File: src/rtl/mv_row_feeder_if.sv
// Operand stream (weight/activation pairs in) and row-result stream (dot-product out)
// of the matrix-vector row feeder, each a valid/ready handshake.
interface mv_row_feeder_if;
    logic        in_valid;
    logic        in_ready;
    logic [7:0]  in_w;
    logic [7:0]  in_x;
    logic        res_valid;
    logic        res_ready;
    logic [23:0] res_data;

    modport slave (
        input  in_valid, in_w, in_x, res_ready,
        output in_ready, res_valid, res_data
    );

    modport master (
        output in_valid, in_w, in_x, res_ready,
        input  in_ready, res_valid, res_data
    );
endinterface

File: src/rtl/mv_row_feeder.sv
// Feeds signed 8x8 products into the 24-bit split-carry accumulator one column per cycle
// and returns each row's dot-product, sequencing n_rows rows per job.
module mv_row_feeder #(
    parameter int MAX_COLS = 128
) (
    input  logic               clk,
    input  logic               reset_n,
    input  logic               start,
    input  logic [7:0]         n_cols,
    input  logic [7:0]         n_rows,
    output logic [23:0]        acc_a,
    output logic               acc_aac,
    input  logic [23:0]        acc_out,
    output logic               busy,
    output logic               done,
    mv_row_feeder_if.slave     bus
);
    localparam int CW = $clog2(MAX_COLS);

    typedef enum logic [2:0] {IDLE, RUN, DRAIN1, DRAIN2, OUT} state_e;

    state_e         state_q, state_d;
    logic [CW-1:0]  col_cnt_q, col_cnt_d;
    logic [CW-1:0]  n_cols_m1_q, n_cols_m1_d;
    logic [7:0]     row_cnt_q, row_cnt_d;
    logic [7:0]     n_rows_m1_q, n_rows_m1_d;
    logic [23:0]    acc_a_q, acc_a_d;
    logic           acc_aac_q, acc_aac_d;
    logic [23:0]    res_data_q, res_data_d;
    logic           res_valid_q, res_valid_d;
    logic           busy_q, busy_d;
    logic           done_q, done_d;

    logic               fire;
    logic signed [15:0] prod;

    // RUN is only ever occupied while col_cnt < n_cols, so readiness is the state itself.
    assign bus.in_ready = (state_q == RUN);
    assign fire         = bus.in_valid && bus.in_ready;
    assign prod         = $signed(bus.in_w) * $signed(bus.in_x);

    always_comb begin
        // NOTE: every always_comb output gets a default first, so no path can infer a latch.
        state_d     = state_q;
        col_cnt_d   = col_cnt_q;
        n_cols_m1_d = n_cols_m1_q;
        row_cnt_d   = row_cnt_q;
        n_rows_m1_d = n_rows_m1_q;
        res_data_d  = res_data_q;
        res_valid_d = res_valid_q;
        busy_d      = busy_q;
        done_d      = 1'b0;
        // Bubbles add zero so the accumulator holds its running sum.
        acc_a_d     = '0;
        acc_aac_d   = 1'b1;

        if (fire) begin
            acc_a_d   = {{8{prod[15]}}, prod};
            acc_aac_d = (col_cnt_q != '0);
            col_cnt_d = col_cnt_q + 1'b1;
        end

        case (state_q)
            IDLE: begin
                if (start) begin
                    n_cols_m1_d = (n_cols == 8'd0 || int'(n_cols) > MAX_COLS)
                                  ? CW'(MAX_COLS - 1) : CW'(n_cols - 8'd1);
                    // n_rows = 0 wraps to 255, i.e. a 256-row job.
                    n_rows_m1_d = n_rows - 8'd1;
                    col_cnt_d   = '0;
                    row_cnt_d   = '0;
                    busy_d      = 1'b1;
                    state_d     = RUN;
                end
            end
            RUN: begin
                if (fire && col_cnt_q == n_cols_m1_q) state_d = DRAIN1;
            end
            DRAIN1: state_d = DRAIN2;
            DRAIN2: begin
                res_data_d  = acc_out;
                res_valid_d = 1'b1;
                state_d     = OUT;
            end
            OUT: begin
                if (bus.res_ready) begin
                    res_valid_d = 1'b0;
                    row_cnt_d   = row_cnt_q + 8'd1;
                    if (row_cnt_q == n_rows_m1_q) begin
                        busy_d  = 1'b0;
                        done_d  = 1'b1;
                        state_d = IDLE;
                    end else begin
                        col_cnt_d = '0;
                        state_d   = RUN;
                    end
                end
            end
            default: state_d = IDLE;
        endcase
    end

    // NOTE: state is updated with non-blocking assignments only, so every flop samples pre-edge values.
    always_ff @(posedge clk or negedge reset_n) begin
        if (!reset_n) begin
            state_q     <= IDLE;
            col_cnt_q   <= '0;
            n_cols_m1_q <= '0;
            row_cnt_q   <= '0;
            n_rows_m1_q <= '0;
            acc_a_q     <= '0;
            acc_aac_q   <= 1'b0;
            res_data_q  <= '0;
            res_valid_q <= 1'b0;
            busy_q      <= 1'b0;
            done_q      <= 1'b0;
        end else begin
            state_q     <= state_d;
            col_cnt_q   <= col_cnt_d;
            n_cols_m1_q <= n_cols_m1_d;
            row_cnt_q   <= row_cnt_d;
            n_rows_m1_q <= n_rows_m1_d;
            acc_a_q     <= acc_a_d;
            acc_aac_q   <= acc_aac_d;
            res_data_q  <= res_data_d;
            res_valid_q <= res_valid_d;
            busy_q      <= busy_d;
            done_q      <= done_d;
        end
    end

    assign acc_a         = acc_a_q;
    assign acc_aac       = acc_aac_q;
    assign bus.res_data  = res_data_q;
    assign bus.res_valid = res_valid_q;
    assign busy          = busy_q;
    assign done          = done_q;
endmodule

File: src/flat_wrapper.sv
// flat-port wrapper written by rule: the top's interface ports become plain ports
module mv_row_feeder_flat 
#(
    parameter int MAX_COLS = 128
)
  (clk, reset_n, start, n_cols, n_rows, acc_a, acc_aac, acc_out, busy, done, bus_in_valid, bus_in_w, bus_in_x, bus_res_ready, bus_in_ready, bus_res_valid, bus_res_data);
  mv_row_feeder_if bus_i ();
  input  logic clk;
  input  logic reset_n;
  input  logic start;
  input  logic [7:0] n_cols;
  input  logic [7:0] n_rows;
  output logic [23:0] acc_a;
  output logic acc_aac;
  input  logic [23:0] acc_out;
  output logic busy;
  output logic done;
  input wire logic [$bits(bus_i.in_valid)-1:0] bus_in_valid;
  input wire logic [$bits(bus_i.in_w)-1:0] bus_in_w;
  input wire logic [$bits(bus_i.in_x)-1:0] bus_in_x;
  input wire logic [$bits(bus_i.res_ready)-1:0] bus_res_ready;
  output wire logic [$bits(bus_i.in_ready)-1:0] bus_in_ready;
  output wire logic [$bits(bus_i.res_valid)-1:0] bus_res_valid;
  output wire logic [$bits(bus_i.res_data)-1:0] bus_res_data;
  assign bus_i.in_valid = bus_in_valid;
  assign bus_i.in_w = bus_in_w;
  assign bus_i.in_x = bus_in_x;
  assign bus_i.res_ready = bus_res_ready;
  assign bus_in_ready = bus_i.in_ready;
  assign bus_res_valid = bus_i.res_valid;
  assign bus_res_data = bus_i.res_data;
  mv_row_feeder #(.MAX_COLS(MAX_COLS)) u_core (.clk(clk), .reset_n(reset_n), .start(start), .n_cols(n_cols), .n_rows(n_rows), .acc_a(acc_a), .acc_aac(acc_aac), .acc_out(acc_out), .busy(busy), .done(done), .bus(bus_i));
endmodule
File: config.mk
export PLATFORM = sky130hd
export DESIGN_NAME = mv_row_feeder_flat
export DESIGN_NICKNAME = d
export VERILOG_FILES = /design/src/rtl/mv_row_feeder_if.sv /design/src/rtl/mv_row_feeder.sv /design/src/flat_wrapper.sv
export SDC_FILE = /design/constraint.sdc
export NUM_CORES = 1
export LEC_CHECK = 0
export CORE_UTILIZATION = 40
export DETAILED_ROUTE_END_ITERATION = 8
export PLACE_DENSITY = 0.68
export SYNTH_ARGS = -nofsm -noshare
export SYNTH_HDL_FRONTEND = slang
export SYNTH_SLANG_ARGS = --single-unit
File: constraint.sdc
create_clock -name clk -period 3.5 [get_ports clk]
set_clock_uncertainty 0.15 [all_clocks]
set_input_delay 0.35 -clock clk [delete_from_list [all_inputs] [get_ports clk]]
set_output_delay 0.35 -clock clk [all_outputs]
set_load 0.01 [all_outputs]
==> results of run 1 <==
[cells by family (layout without fill, tap and decap cells)]
family	count (synthesis)	after routing	share of synthesized area [%]
and+or+nand+nor	185	185	17.0
AOI/OAI and AO/OA	51	51	4.97
adders and majority gates	90	90	25.7
muxes	28	28	5.22
xor gates and xnor gates	49	49	7.16
DFF	77	77	32.2
buffers and inverters	114	278	7.75
[cells in the final DEF (no fill, tap or decap), types with 9 or more instances in the layout]
cell,instances
sky130_fd_sc_hd__and2_1,32
sky130_fd_sc_hd__xor2_1,15
sky130_fd_sc_hd__nand2_1,31
sky130_fd_sc_hd__buf_4,44
sky130_fd_sc_hd__and2_4,17
sky130_fd_sc_hd__clkbuf_16,9
sky130_fd_sc_hd__nand3_1,9
sky130_fd_sc_hd__a21oi_1,14
sky130_fd_sc_hd__ha_4,13
sky130_fd_sc_hd__fa_1,51
sky130_fd_sc_hd__clkdlybuf4s50_1,96
sky130_fd_sc_hd__inv_2,21
sky130_fd_sc_hd__ha_1,20
sky130_fd_sc_hd__xnor2_1,31
sky130_fd_sc_hd__nor2_1,36
sky130_fd_sc_hd__inv_1,76
sky130_fd_sc_hd__o21ai_0,13
sky130_fd_sc_hd__mux2_2,26
sky130_fd_sc_hd__buf_6,16
sky130_fd_sc_hd__dfrtp_1,77
sky130_fd_sc_hd__nand4_1,10
[sequential cells by signal, indices dropped and copies added (netlist names)]
name / flops
u_core.done: 1
u_core.col_cnt_q: 7
u_core.bus.res_data: 24
u_core.n_rows_m1_q: 8
u_core.row_cnt_q: 8
u_core.n_cols_m1_q: 7
u_core.acc_aac: 1
u_core.state_q: 3
u_core.bus.res_valid: 1
u_core.acc_a: 16
u_core.busy: 1
[routing by layer]
| metal | up-vias | share of wire [%] | GRT usage [%] | wire length (µm) |
|---|---|---|---|---|
| li1 | 2202 | - | - | - |
| met1 | 2287 | 44 | 23.5 | 6040 |
| met2 | 118 | 51 | 33.7 | 6910 |
| met3 | 17 | 3.5 | 2.66 | 470 |
| met4 | 0 | 1.4 | 5.46 | 195 |
| met5 | - | 0 | 0 | 0 |
[worst max-delay path: stages]
cell and delay (ps):
sky130_fd_sc_hd__buf_4 150, sky130_fd_sc_hd__nor2b_2 170, sky130_fd_sc_hd__fa_1 510, sky130_fd_sc_hd__fa_1 540
sky130_fd_sc_hd__fa_1 510, sky130_fd_sc_hd__inv_2 40, sky130_fd_sc_hd__fa_1 520, sky130_fd_sc_hd__inv_1 60
sky130_fd_sc_hd__ha_4 150, sky130_fd_sc_hd__or4_4 480, sky130_fd_sc_hd__a21oi_4 140, sky130_fd_sc_hd__mux2i_1 80
sky130_fd_sc_hd__or3_1 300
[cell usage after synthesis, types with 2 or more instances]
cell type	number	area [µm²]
sky130_fd_sc_hd__o31ai_1	2	15.0
sky130_fd_sc_hd__o21ai_0	15	75.1
sky130_fd_sc_hd__buf_4	8	60.1
sky130_fd_sc_hd__nor2_1	37	139
sky130_fd_sc_hd__xnor2_1	33	289
sky130_fd_sc_hd__nor3b_1	4	30.0
sky130_fd_sc_hd__clkbuf_1	3	11.3
sky130_fd_sc_hd__nor2b_1	7	43.8
sky130_fd_sc_hd__nand2_1	35	131
sky130_fd_sc_hd__a21o_1	4	30.0
sky130_fd_sc_hd__a21oi_1	22	110
sky130_fd_sc_hd__and2_1	49	307
sky130_fd_sc_hd__nand4b_1	3	26.3
sky130_fd_sc_hd__xor2_1	16	140
sky130_fd_sc_hd__mux2_2	26	293
sky130_fd_sc_hd__dfrtp_1	77	1930
sky130_fd_sc_hd__inv_1	97	364
sky130_fd_sc_hd__nand3b_1	4	30.0
sky130_fd_sc_hd__nor3_1	8	40.0
sky130_fd_sc_hd__nand3_1	9	45.0
sky130_fd_sc_hd__nor4_1	2	12.5
sky130_fd_sc_hd__or3_1	3	18.8
sky130_fd_sc_hd__buf_2	5	25.0
sky130_fd_sc_hd__o211ai_1	2	15.0
sky130_fd_sc_hd__mux2i_1	2	20.0
sky130_fd_sc_hd__ha_1	35	438
sky130_fd_sc_hd__nand2b_1	2	12.5
sky130_fd_sc_hd__and3_1	4	25.0
sky130_fd_sc_hd__a31oi_1	2	12.5
sky130_fd_sc_hd__fa_1	55	1100
sky130_fd_sc_hd__nand4_1	10	62.6
[per-stage QoR]
step / power [mW] / hold WS, ps / util (%)
after floorplan: 3.61 / -95.6 / -
after global placement: 4.75 / 336 / 52.5
after detailed placement: 4.86 / 343 / 52.5
after CTS: 6.18 / 56.2 / 56.6
after global routing: 6.75 / 121 / 57.2
final: 6.24 / 21.6 / 57.2
[report_power, final]
part           internal (mW)  switching [mW]  leakage, nW
sequential              1.21           0.228        0.950
clock                  0.645           0.356        0.152
combinational           2.02            1.78         2.63
total                   3.87            2.37         3.73
[repair_timing]
| item | in CTS | in global routing |
|---|---|---|
| pin swaps | 65 | 37 |
| gates resized for setup | 131 | 36 |
| endpoints found under the setup margin | 11 | 9 |
| buffers inserted | 12 | 1 |
[worst min path at each step]
stage	start	to	slack (ps)	depth (start not counted)
3_3_place_gp	u_core.bus.res_data[0]$_DFFE_PN0P_	u_core.bus.res_data[0]$_DFFE_PN0P_	340	1
3_5_place_dp	u_core.bus.res_data[10]$_DFFE_PN0P_	u_core.bus.res_data[10]$_DFFE_PN0P_	340	1
2_1_floorplan	reset_n	u_core.acc_a[0]$_DFF_PN0_	-100	0
4_1_cts	reset_n	u_core.bus.res_data[20]$_DFFE_PN0P_	60	1
6_report	reset_n	u_core.row_cnt_q[2]$_DFFE_PN0P_	20	1
5_1_grt	reset_n	u_core.bus.res_data[5]$_DFFE_PN0P_	120	1
[area by class of cell]
class,count,area [µm²]
flip-flops and latches,77,1930
clock buffers,11,243
inverters,97,364
fillers,1216,6250
multi-input cells,403,3950
well taps,184,230
repair buffers,165,1550
clock inverters,5,83.8
==> impl.org, run 1 <==
** Detailed routing
- TritonRoute pass-1 iters :: 4
- Iteration-0 DRC Markers :: 232
- Dividing the detail-routed via count by the number of cells gives 4.91.
- Summed over all layers, the routed wires come to around 14 mm.
- In the routed design, unresolved DRC markers number 0.
- Routed wire per std cell :: 14.4 µm
- The count of nets left with antenna violations once routing finished came out at 0.
- Number of vias after detailed routing :: 4,624

** Place
- The number of placed instances, taps included, is just over 900.
- Placed cell area :: 0.00765 mm²
- At the placement stage, the worst setup path has a slack of -1330 ps.
- # port buffers :: approximately 110
- Routability-driven placement finished with a final weighted congestion of between 0.8 and 0.9.
- The HPWL after detailed placement is ~11 mm.

** GRT
- The via count of the first global-routing pass came to 5,020.
- Largest net degree at the start of global routing :: between 70 and 80
- The number of antenna violations at the first check in global routing came to 0.
- Wire length of the first global-routing pass :: between 20 and 25 mm
- After global routing the overflow that remains totals 0.
- Total Routing Usage GR :: between 10% and 20%

** STA
- Setup violations remaining at the end of the flow were counted as 8.
- Minimum period implied by the final worst setup slack :: just under 4000 ps
- The number of hold violations in the final report is 0.
- In the finished design, the share of the clock period the worst path needs comes to 113%.
- Worst slew slack as a fraction of its limit :: a little under two fifths
- Unrepaired setup endpoints after global routing :: yes
- Worst Tran Pin Value :: between 900 and 1000 ps
- Fin Setup TNS :: -2730 ps
- Worst-case setup margin in the final layout :: -441 ps
- Based on the critical path, the design can be clocked at up to about 0.25 GHz.
- Number of pins with negative max-slew slack in the final report :: 0

** Synthesis
- Fraction of the yosys area taken by sequential cells :: roughly a third
- Synthesis inferred between 70 and 80 register bits.
- Post-synthesis average cell area :: slightly above 10 µm²
- The number of nets handed over by synthesis was 745.
- Yosys mapped the design onto 44 distinct sky130hd cell types.
- EDFF count, synth :: 0
- Synthesis handed over a netlist of a little under 600 instances.
- Primary FF master, synth :: sky130_fd_sc_hd__dfrtp_1
- Proportion of synthesized flip-flops having asynchronous set or reset :: between 90% and 100%
- Yosys Warn Count :: 0
- Post-Synthesis Cell Area :: between 0.005 and 0.006 mm²

** Floorplanning
- Number of primary I/O pins :: approximately 110
- Chip height :: between 100 and 150 µm
- Number of rows created at floorplan :: 44
- Core area :: 0.0146 mm²
- The die covers between 0.015 and 0.02 mm².
- Measured along the x axis, the die boundary spans approximately 120 µm.
- For this configuration, the core starts out at a cell density of about two fifths.

** Worst setup path
- Startpoint of the most critical register-to-register path :: u_core.state_q[1]$_DFFE_PN0P_
- Along the worst path, the maximum fanout reaches 7.
- Capturing element type of the critical path :: register
- Depth of the worst register-to-register path :: 4
- The most critical setup path has its endpoint at u_core.acc_a[14]$_DFF_PN0_.
- The worst register-to-register path ends at u_core.n_cols_m1_q[3]$_DFFE_PN0P_.
- The setup check on the worst reg-to-reg path leaves a slack of 1290 ps.
- Launching element of the worst setup path :: bus_in_x[7]
- For the worst setup path, the data arrival time is roughly 4000 ps.
- The worst setup path is launched from an input pin.
- Critical path data required time :: approximately 3600 ps
- The worst setup path is of the input pin to register kind.

** Clocking
- The later pin in the worst-skew pair is clocked with a latency of between 300 and 400 ps.
- Counting along the longest clock path gives a buffer depth of 2.
- Number of levels in the clock H-tree :: 3
- After clock tree synthesis, the clock-pin slew on the worst setup and hold paths is about 60 ps.
- TritonCTS built the clock tree.
- The clock net in this run drives a total of between 70 and 80 sinks.
- Number of buffers created by CTS :: 9
- Number of hold-repair buffers added at the cts stage :: 0
- CTS Root Buffer Type :: sky130_fd_sc_hd__clkbuf_16

** Status
- The final reports fail on negative setup slack.
- The flow ran to the end, but the final reports show violations.

** Cells and area
- Layout cells sized above 1 :: around a quarter
- The finished cells cover between 0.008 and 0.009 mm².
- The area growth from synthesis to layout is 39.3%.
- Final net count :: roughly 900
- Total inserted antenna cells :: 0
- Leaving out filler cells and counting taps, the final layout contains 942.

** Hold path
- The tightest min-delay check is of the input pin to async pin type.

** Flow run
- Across the run, the number of max-cap violations was 0.

** Pwr
- Power Density :: about 750 mW/mm²
- Across the VDD grid, the largest voltage drop is 0.000567 V.
- Static leakage :: around 3.7 nW
Note: power is estimated with default switching activity, not from simulation.
==> run 2: changes to the inputs <==
--- a/config.mk
+++ b/config.mk
@@ -5,9 +5,11 @@
 export SDC_FILE = /design/constraint.sdc
 export NUM_CORES = 1
 export LEC_CHECK = 0
-export CORE_UTILIZATION = 40
+export ABC_AREA = 0
+export CORE_UTILIZATION = 50
 export DETAILED_ROUTE_END_ITERATION = 8
-export PLACE_DENSITY = 0.68
+export PLACE_DENSITY = 0.81
+export SKIP_LAST_GASP = 1
 export SYNTH_ARGS = -nofsm -noshare
 export SYNTH_HDL_FRONTEND = slang
 export SYNTH_SLANG_ARGS = --single-unit
==> run 2 against run 1 <==
  * Highest routed layer unchanged
  * Setup slack got worse by 61 ps
  * Hold slack got worse by 13 ps
  * The flow finishes with violations (design-rule violations, negative setup slack)
  * Non-clock buffer count fell by 1
  * Sequential share of layout area rose by 0.27 points
  * Total power rose by 1.2%
  * Global-route usage rose by 4.1 points
  * Final area fell by 1.2%
  * Sequential power barely moved
  * Final cell count fell by 4.5%
  * Register-to-register slack got worse by 170 ps
  * Sequential cell count did not move
==> impl.org, run 2 (synthesis results as in run 1) <==
** Status
- The checks that failed: design-rule violations, negative setup slack.
- Outcome :: finished, violations left

** Detailed routing
- Final WL :: 13.3 mm
- In this run, the number of DRC markers left after iteration 0 of detailed routing was 177.
- The detail route stage leaves a number of antenna-violating nets equal to 0.
- After detailed routing, the average wire length per cell comes to 14.8 µm.
- Post-detailed-route via-to-cell ratio :: 5.15
- TritonRoute pass-1 iters :: 8
- Number of design rule violations left after detail routing :: 11
- The routed layout has between 4,000 and 5,000 vias.

** Worst setup path
- The endpoint identified for the worst register-to-register timing path is u_core.acc_a[14]$_DFF_PN0_.
- Depth of the worst register-to-register path :: 5
- Startpoint of the most critical register-to-register path :: u_core.state_q[2]$_DFFE_PN0P_
- Along the worst path, the maximum fanout reaches 4.
- STA classifies the critical path endpoint as a register.
- The critical path goes through buf_8 -> buf_6 -> and2_4 -> fa_1 -> fa_1 -> fa_1 -> inv_1 -> fa_1 -> inv_2 -> ha_4 -> or4_4 -> a21oi_4 -> mux2i_1 -> or3_1.
- Together, buffers and inverters on the worst path number 4.
- Critical path start-end classification :: input pin to register
- On the worst path, the slowest cell contributes a delay of 560 ps.
- Data arrival time of the critical path :: 4050 ps
- STA classifies the critical path startpoint as an input pin.
- In this design, the largest share of critical-path delay is due to adder cells.
- The cell that appears most often on the critical path is sky130_fd_sc_hd__fa_1.
- Register-to-Register Setup Slack :: roughly 1100 ps
- The slowest stage of the critical path belongs to the cell sky130_fd_sc_hd__fa_1.
- Critical path data required time :: about 3600 ps

** STA
- In the post-route analysis, the smallest setup slack over all paths is -502 ps.
- Worst slew slack as a fraction of its limit :: 34.0%
- Final Hold Vio Count :: 0
- Unrepaired setup endpoints after global routing :: yes
- The routed design could run at a clock period as short as about 4000 ps.
- Dividing the final minimum period by the clock period gives 114%.
- Number of pins with negative max-slew slack in the final report :: 0
- Max Clk Rate :: approximately 0.25 GHz
- # setup viols final :: 8
- Worst Tran Pin Value :: 985 ps

** Pwr
- Power Density :: 766 mW/mm²
- In this run the static leakage power is around 3.7 nW.
- Total power for the finished layout comes to around 6.3 mW.
- Worst ir drop on vdd :: about 0.00065 V

** GRT
- For this run the aggregate overflow at the end of global routing stands at 0.
- Initial antenna violation count :: 0
- Number of global-route vias before repair :: 5,010
- For this run, the total global-route usage over all layers was measured as between 20% and 30%.
- Wire length of the first global-routing pass :: about 23 mm
- Largest net degree at the start of global routing :: 78

** Place
- Input and output buffers added on the ports amount to approximately 110.
- Final weighted congestion of routability-driven global placement :: approximately 0.85
- After detailed placement, the total cell area comes to 0.00762 mm².
- After legalization and detailed placement, the total HPWL measured 10.3 mm.
- Prior to clock tree synthesis, the placed netlist has a worst setup slack of -1310 ps.

** Clocking
- Clock sink count :: 77
- Buffers from clock root to sink, at most :: 2
- CTS tree :: done
- CTS placed an instance of sky130_fd_sc_hd__clkbuf_16 at the clock tree root.
- Insertion delay to the later sink of the worst-skew pair :: between 300 and 400 ps
- The clock tree synthesis step divided the H-tree into 3 levels.
- Number of buffers created by CTS :: 9
- Clock-pin slew was measured on the worst setup and hold paths at approximately 60 ps.

** Cells and area
- Leaving out fill and tap cells, the most frequent cells in the layout are sky130_fd_sc_hd__clkdlybuf4s50_1 (96), sky130_fd_sc_hd__inv_1 (79), sky130_fd_sc_hd__dfrtp_1 (77).
- The register with the most flip-flops in the layout has 24 of them.
- The library cell used most frequently in the layout, excluding fill and tap cells, is sky130_fd_sc_hd__clkdlybuf4s50_1.
- Of the cells placed in the final design, the portion with a size suffix greater than 1 is 24.4%.
- Final net count :: around 900
- Total inserted antenna cells :: 0
- After routing the design area is about 0.0082 mm².
- Layout overhead on the synthesized area :: 37.7%
- Final cell utilization of the core :: between 70% and 80%

** Floorplanning
- Die area :: 0.0124 mm²
- Chip height :: roughly 110 µm
- For this design the top-level I/O count stands at between 100 and 150.
- Number of rows created at floorplan :: 39
- Effective utilization at floorplan :: around 52%
- The die is ~110 µm wide.
- Core area :: ~0.012 mm²

** Hold path
- The path class of the tightest hold or removal check is input pin to async pin.

** Flow run
- The tool flagged a number of max-cap violations equal to 0.
run 2: cell types whose count changed in the layout (fill, tap and decap cells not counted), sizes merged:
cell / delta
buf: -1
bufinv: +1
clkbuf: -2
clkdlybuf4s15: +1
clkinv: +1
clkinvlp: -2
inv: +1
run 2: stage by stage:
stage	cells	TNS [ps]	hold slack (ps)
after global placement	875	-10770	336
after detailed placement	875	-11640	342
after CTS	897	-3200	50.0
after floorplan	594	-3030	-95.6
final	900	-3090	8.96
after global routing	900	-4020	86.5
run 2: worst max path at each step:
stage | endpoint | cells after the start | start | slack, ps
2_1_floorplan | u_core.acc_a[14]$_DFF_PN0_ | 14 | bus_in_x[4] | -610
3_3_place_gp | u_core.acc_a[14]$_DFF_PN0_ | 15 | bus_in_w[7] | -1240
3_5_place_dp | u_core.acc_a[14]$_DFF_PN0_ | 14 | bus_in_w[7] | -1310
4_1_cts | u_core.acc_a[14]$_DFF_PN0_ | 14 | bus_in_x[4] | -500
5_1_grt | u_core.acc_a[14]$_DFF_PN0_ | 15 | bus_in_w[6] | -620
6_report | u_core.acc_a[14]$_DFF_PN0_ | 14 | bus_in_x[4] | -500
run 2: area by class of cell:
cell class / instances / area [µm²]
clock inverters: 6 / 119
well taps: 143 / 179
flip-flops and latches: 77 / 1930
inverters: 97 / 364
fillers: 802 / 3320
multi-input cells: 403 / 3910
clock buffers: 10 / 239
repair buffers: 164 / 1510
run 2: where the power goes:
group | switching, mW | internal [mW] | leakage, nW
Clock | 0.359 | 0.723 | 0.175
Combinational | 1.81 | 1.98 | 2.61
Sequential | 0.235 | 1.21 | 0.950
run 2: routing by layer:
layer / wire length [µm] / vias up / share of wire (%) / GRT usage [%]
met5: 0 / - / 0 / 0
met4: 148 / 0 / 1.1 / 5.59
met3: 534 / 12 / 4.0 / 3.43
met2: 7090 / 99 / 53 / 42.7
met1: 5550 / 2322 / 42 / 27.8
li1: - / 2198 / - / -
run 2: timing repair:
action / in CTS / in global routing
setup buffers: 6 / 3
gates resized for setup: 121 / 22
hold buffers: 0 / 0
endpoints found under the setup margin: 11 / 9
pin swaps: 48 / 29
==> run 3: changes to the inputs <==
--- a/config.mk
+++ b/config.mk
@@ -8,6 +8,7 @@
 export ABC_AREA = 0
 export CORE_UTILIZATION = 50
 export DETAILED_ROUTE_END_ITERATION = 8
+export GPL_ROUTABILITY_DRIVEN = 0
 export PLACE_DENSITY = 0.81
 export SKIP_LAST_GASP = 1
 export SYNTH_ARGS = -nofsm -noshare
==> results of run 3 <==
No change in the layout: final DEF, timing and power equal those of run 2.
==> RTL change, RTL diff (settings of run 2) <==
`res_data_q` no longer has a reset.
--- a/src/rtl/mv_row_feeder.sv
+++ b/src/rtl/mv_row_feeder.sv
@@ -110,7 +110,6 @@
             n_rows_m1_q <= '0;
             acc_a_q     <= '0;
             acc_aac_q   <= 1'b0;
-            res_data_q  <= '0;
             res_valid_q <= 1'b0;
             busy_q      <= 1'b0;
             done_q      <= 1'b0;
@@ -122,11 +121,14 @@
             n_rows_m1_q <= n_rows_m1_d;
             acc_a_q     <= acc_a_d;
             acc_aac_q   <= acc_aac_d;
-            res_data_q  <= res_data_d;
             res_valid_q <= res_valid_d;
             busy_q      <= busy_d;
             done_q      <= done_d;
         end
+    end
+
+    always_ff @(posedge clk) begin
+        res_data_q <= res_data_d;
     end
 
     assign acc_a         = acc_a_q;
Function: differs if reset_n is asserted again (counterexample within 10 cycles, from zero or initial values and one cycle with reset_n low); with reset_n held inactive, the same outputs for 10 cycles.
==> RTL change against run 2 <==
  * The run ends with setup timing left
  * Area after synthesis decreased by 2.7%
  * Routed wire length increased by 3.5%
  * Hold slack improved by 0.084 ns
  * Highest routed layer unchanged
  * Critical path type unchanged
  * Cell count decreased by 2.2%
  * Largest cell class unchanged
  * Non-clock buffer count increased by 1
  * Utilization increased by 0.37 points
  * Setup slack improved by 0.049 ns
  * Sequential cell count unchanged
  * Count of clock-buffer cells in the layout unchanged
  * Sequential power decreased by 4%
  * Via count decreased by 1.1%
  * Register-to-register slack improved by 0.22 ns
  * Total power decreased by 6.9%
  * Design area decreased by 1.2%
==> RTL change: results <==
export IMPL_status="finished with violations"
export IMPL_violations="setup timing"
export IMPL_worstPathArrival_ns=4.01
export IMPL_largest_reg_flops=24
export IMPL_timing_rr_end="u_core.n_cols_m1_q[2]$_DFFE_PN0P_"
export IMPL_routed_via_density=5.21
export IMPL_synthArstFlopShare=0.688
export IMPL_drive_gt1_frac=0.231
export IMPL_io_buffers=113
export IMPL_routedWlPerCell_um=15.7
export IMPL_syn_nets=723
export IMPL_drt_pass1_iter_count=4
export IMPL_placed_cell_area_um2=7520
export IMPL_dpl_hpwl_mm=10.2
export IMPL_layout_setup_ws_ns=-0.453
export IMPL_ir_drop_v=0.000576
export IMPL_tns_ns=-2.54
export IMPL_p_clk_frac=0.178
export IMPL_r2r_start="u_core.state_q[0]$_DFFE_PN0P_"
export IMPL_worstSetupStartpoint="bus_in_x[6]"
export IMPL_place_ws_ns=-1.34
export IMPL_root_buffer="clkbuf_16"
export IMPL_cts_resized=125
export IMPL_syn_area_per_cell_um2=10.2
export IMPL_grt_max_degree=52
export IMPL_r2r_slack_ns=1.34
export IMPL_cp_max_fo=9
export IMPL_synth_common_cells="inv_1 (97), fa_1 (55), dfrtp_1 (53)"
export IMPL_worst_pin_slew_ns=1.13
export IMPL_ys_types=43
export IMPL_synth_edf_count=24
export IMPL_switchingPower_mw=2.23
export IMPL_fillers=784
export IMPL_power_leakage_nw=3.59
export IMPL_route_detailed_drc=0
export IMPL_yosys_top_cells_area="dfrtp_1 (23%), fa_1 (19%), edfxtp_1 (12%)"
export IMPL_grt_pass1_vias=4644
export IMPL_ys_seq_area_frac=0.351
export IMPL_yosysWarnings=0
export IMPL_finalPower_mw=5.88
export IMPL_ff2ff_path_depth=4
export IMPL_cp_endpoint="u_core.acc_a[14]$_DFF_PN0_"
export IMPL_pg_seq_mw=1.38
export IMPL_place_inst=859
export IMPL_first_iter_violations=220
export IMPL_setup_viol=8
export IMPL_grt_pass1_wl_mm=21.7
export IMPL_grt_util_all_layers=0.238
[RTL change: cell count changes after synthesis, moves of 2 or more]
| cell | before | now |
|---|---|---|
| dfrtp_1 | 77 | 53 |
| edfxtp_1 | 0 | 24 |
| clkbuf_1 | 3 | 5 |
| nand2_1 | 35 | 38 |
| mux2_2 | 26 | 1 |
| buf_2 | 5 | 3 |
[RTL change: final cells by class]
type	instances	share of cell area
clock inverters	6	0.0137
well taps	143	0.0220
multi-input cells	382	0.453
clock buffers	10	0.0281
repair buffers	165	0.187
inverters	97	0.0447
flip-flops and latches	77	0.251
[RTL change: stage by stage]
step / hold slack, ns / util
4_1_cts: 0.117 / 0.706
2_1_floorplan: -0.0956 / -
3_5_place_dp: 0.355 / 0.661
6_report: 0.0932 / 0.717
3_3_place_gp: 0.313 / 0.661
5_1_grt: 0.182 / 0.717
[RTL change: kinds of logic after synthesis]
group                    synth area share
AO/OA/AOI/OAI                      0.0511
buffers and inverters              0.0785
XOR/XNOR                           0.0736
multiplexers                      0.00536
flip-flops                          0.351
adder cells (fa/ha/maj)             0.264
AND/OR/NAND/NOR                     0.177
[RTL change: worst max-delay path, cell delays in order]
cell     delay [ns]
buf_2          0.16
and2_4         0.16
fa_2           0.55
fa_2           0.45
fa_1           0.52
inv_1          0.05
fa_1           0.51
inv_2          0.05
ha_4           0.16
or4_4          0.49
a21oi_4        0.16
mux2i_1        0.09
or3_1          0.31
[RTL change: routing by layer]
metal	share of wire	wire length, um	vias up	track usage
li1	-	-	2140	-
met1	0.40	5550	2280	0.291
met2	0.53	7250	149	0.428
met3	0.060	827	13	0.0459
met4	0.012	162	0	0.0638
met5	0	0	-	0
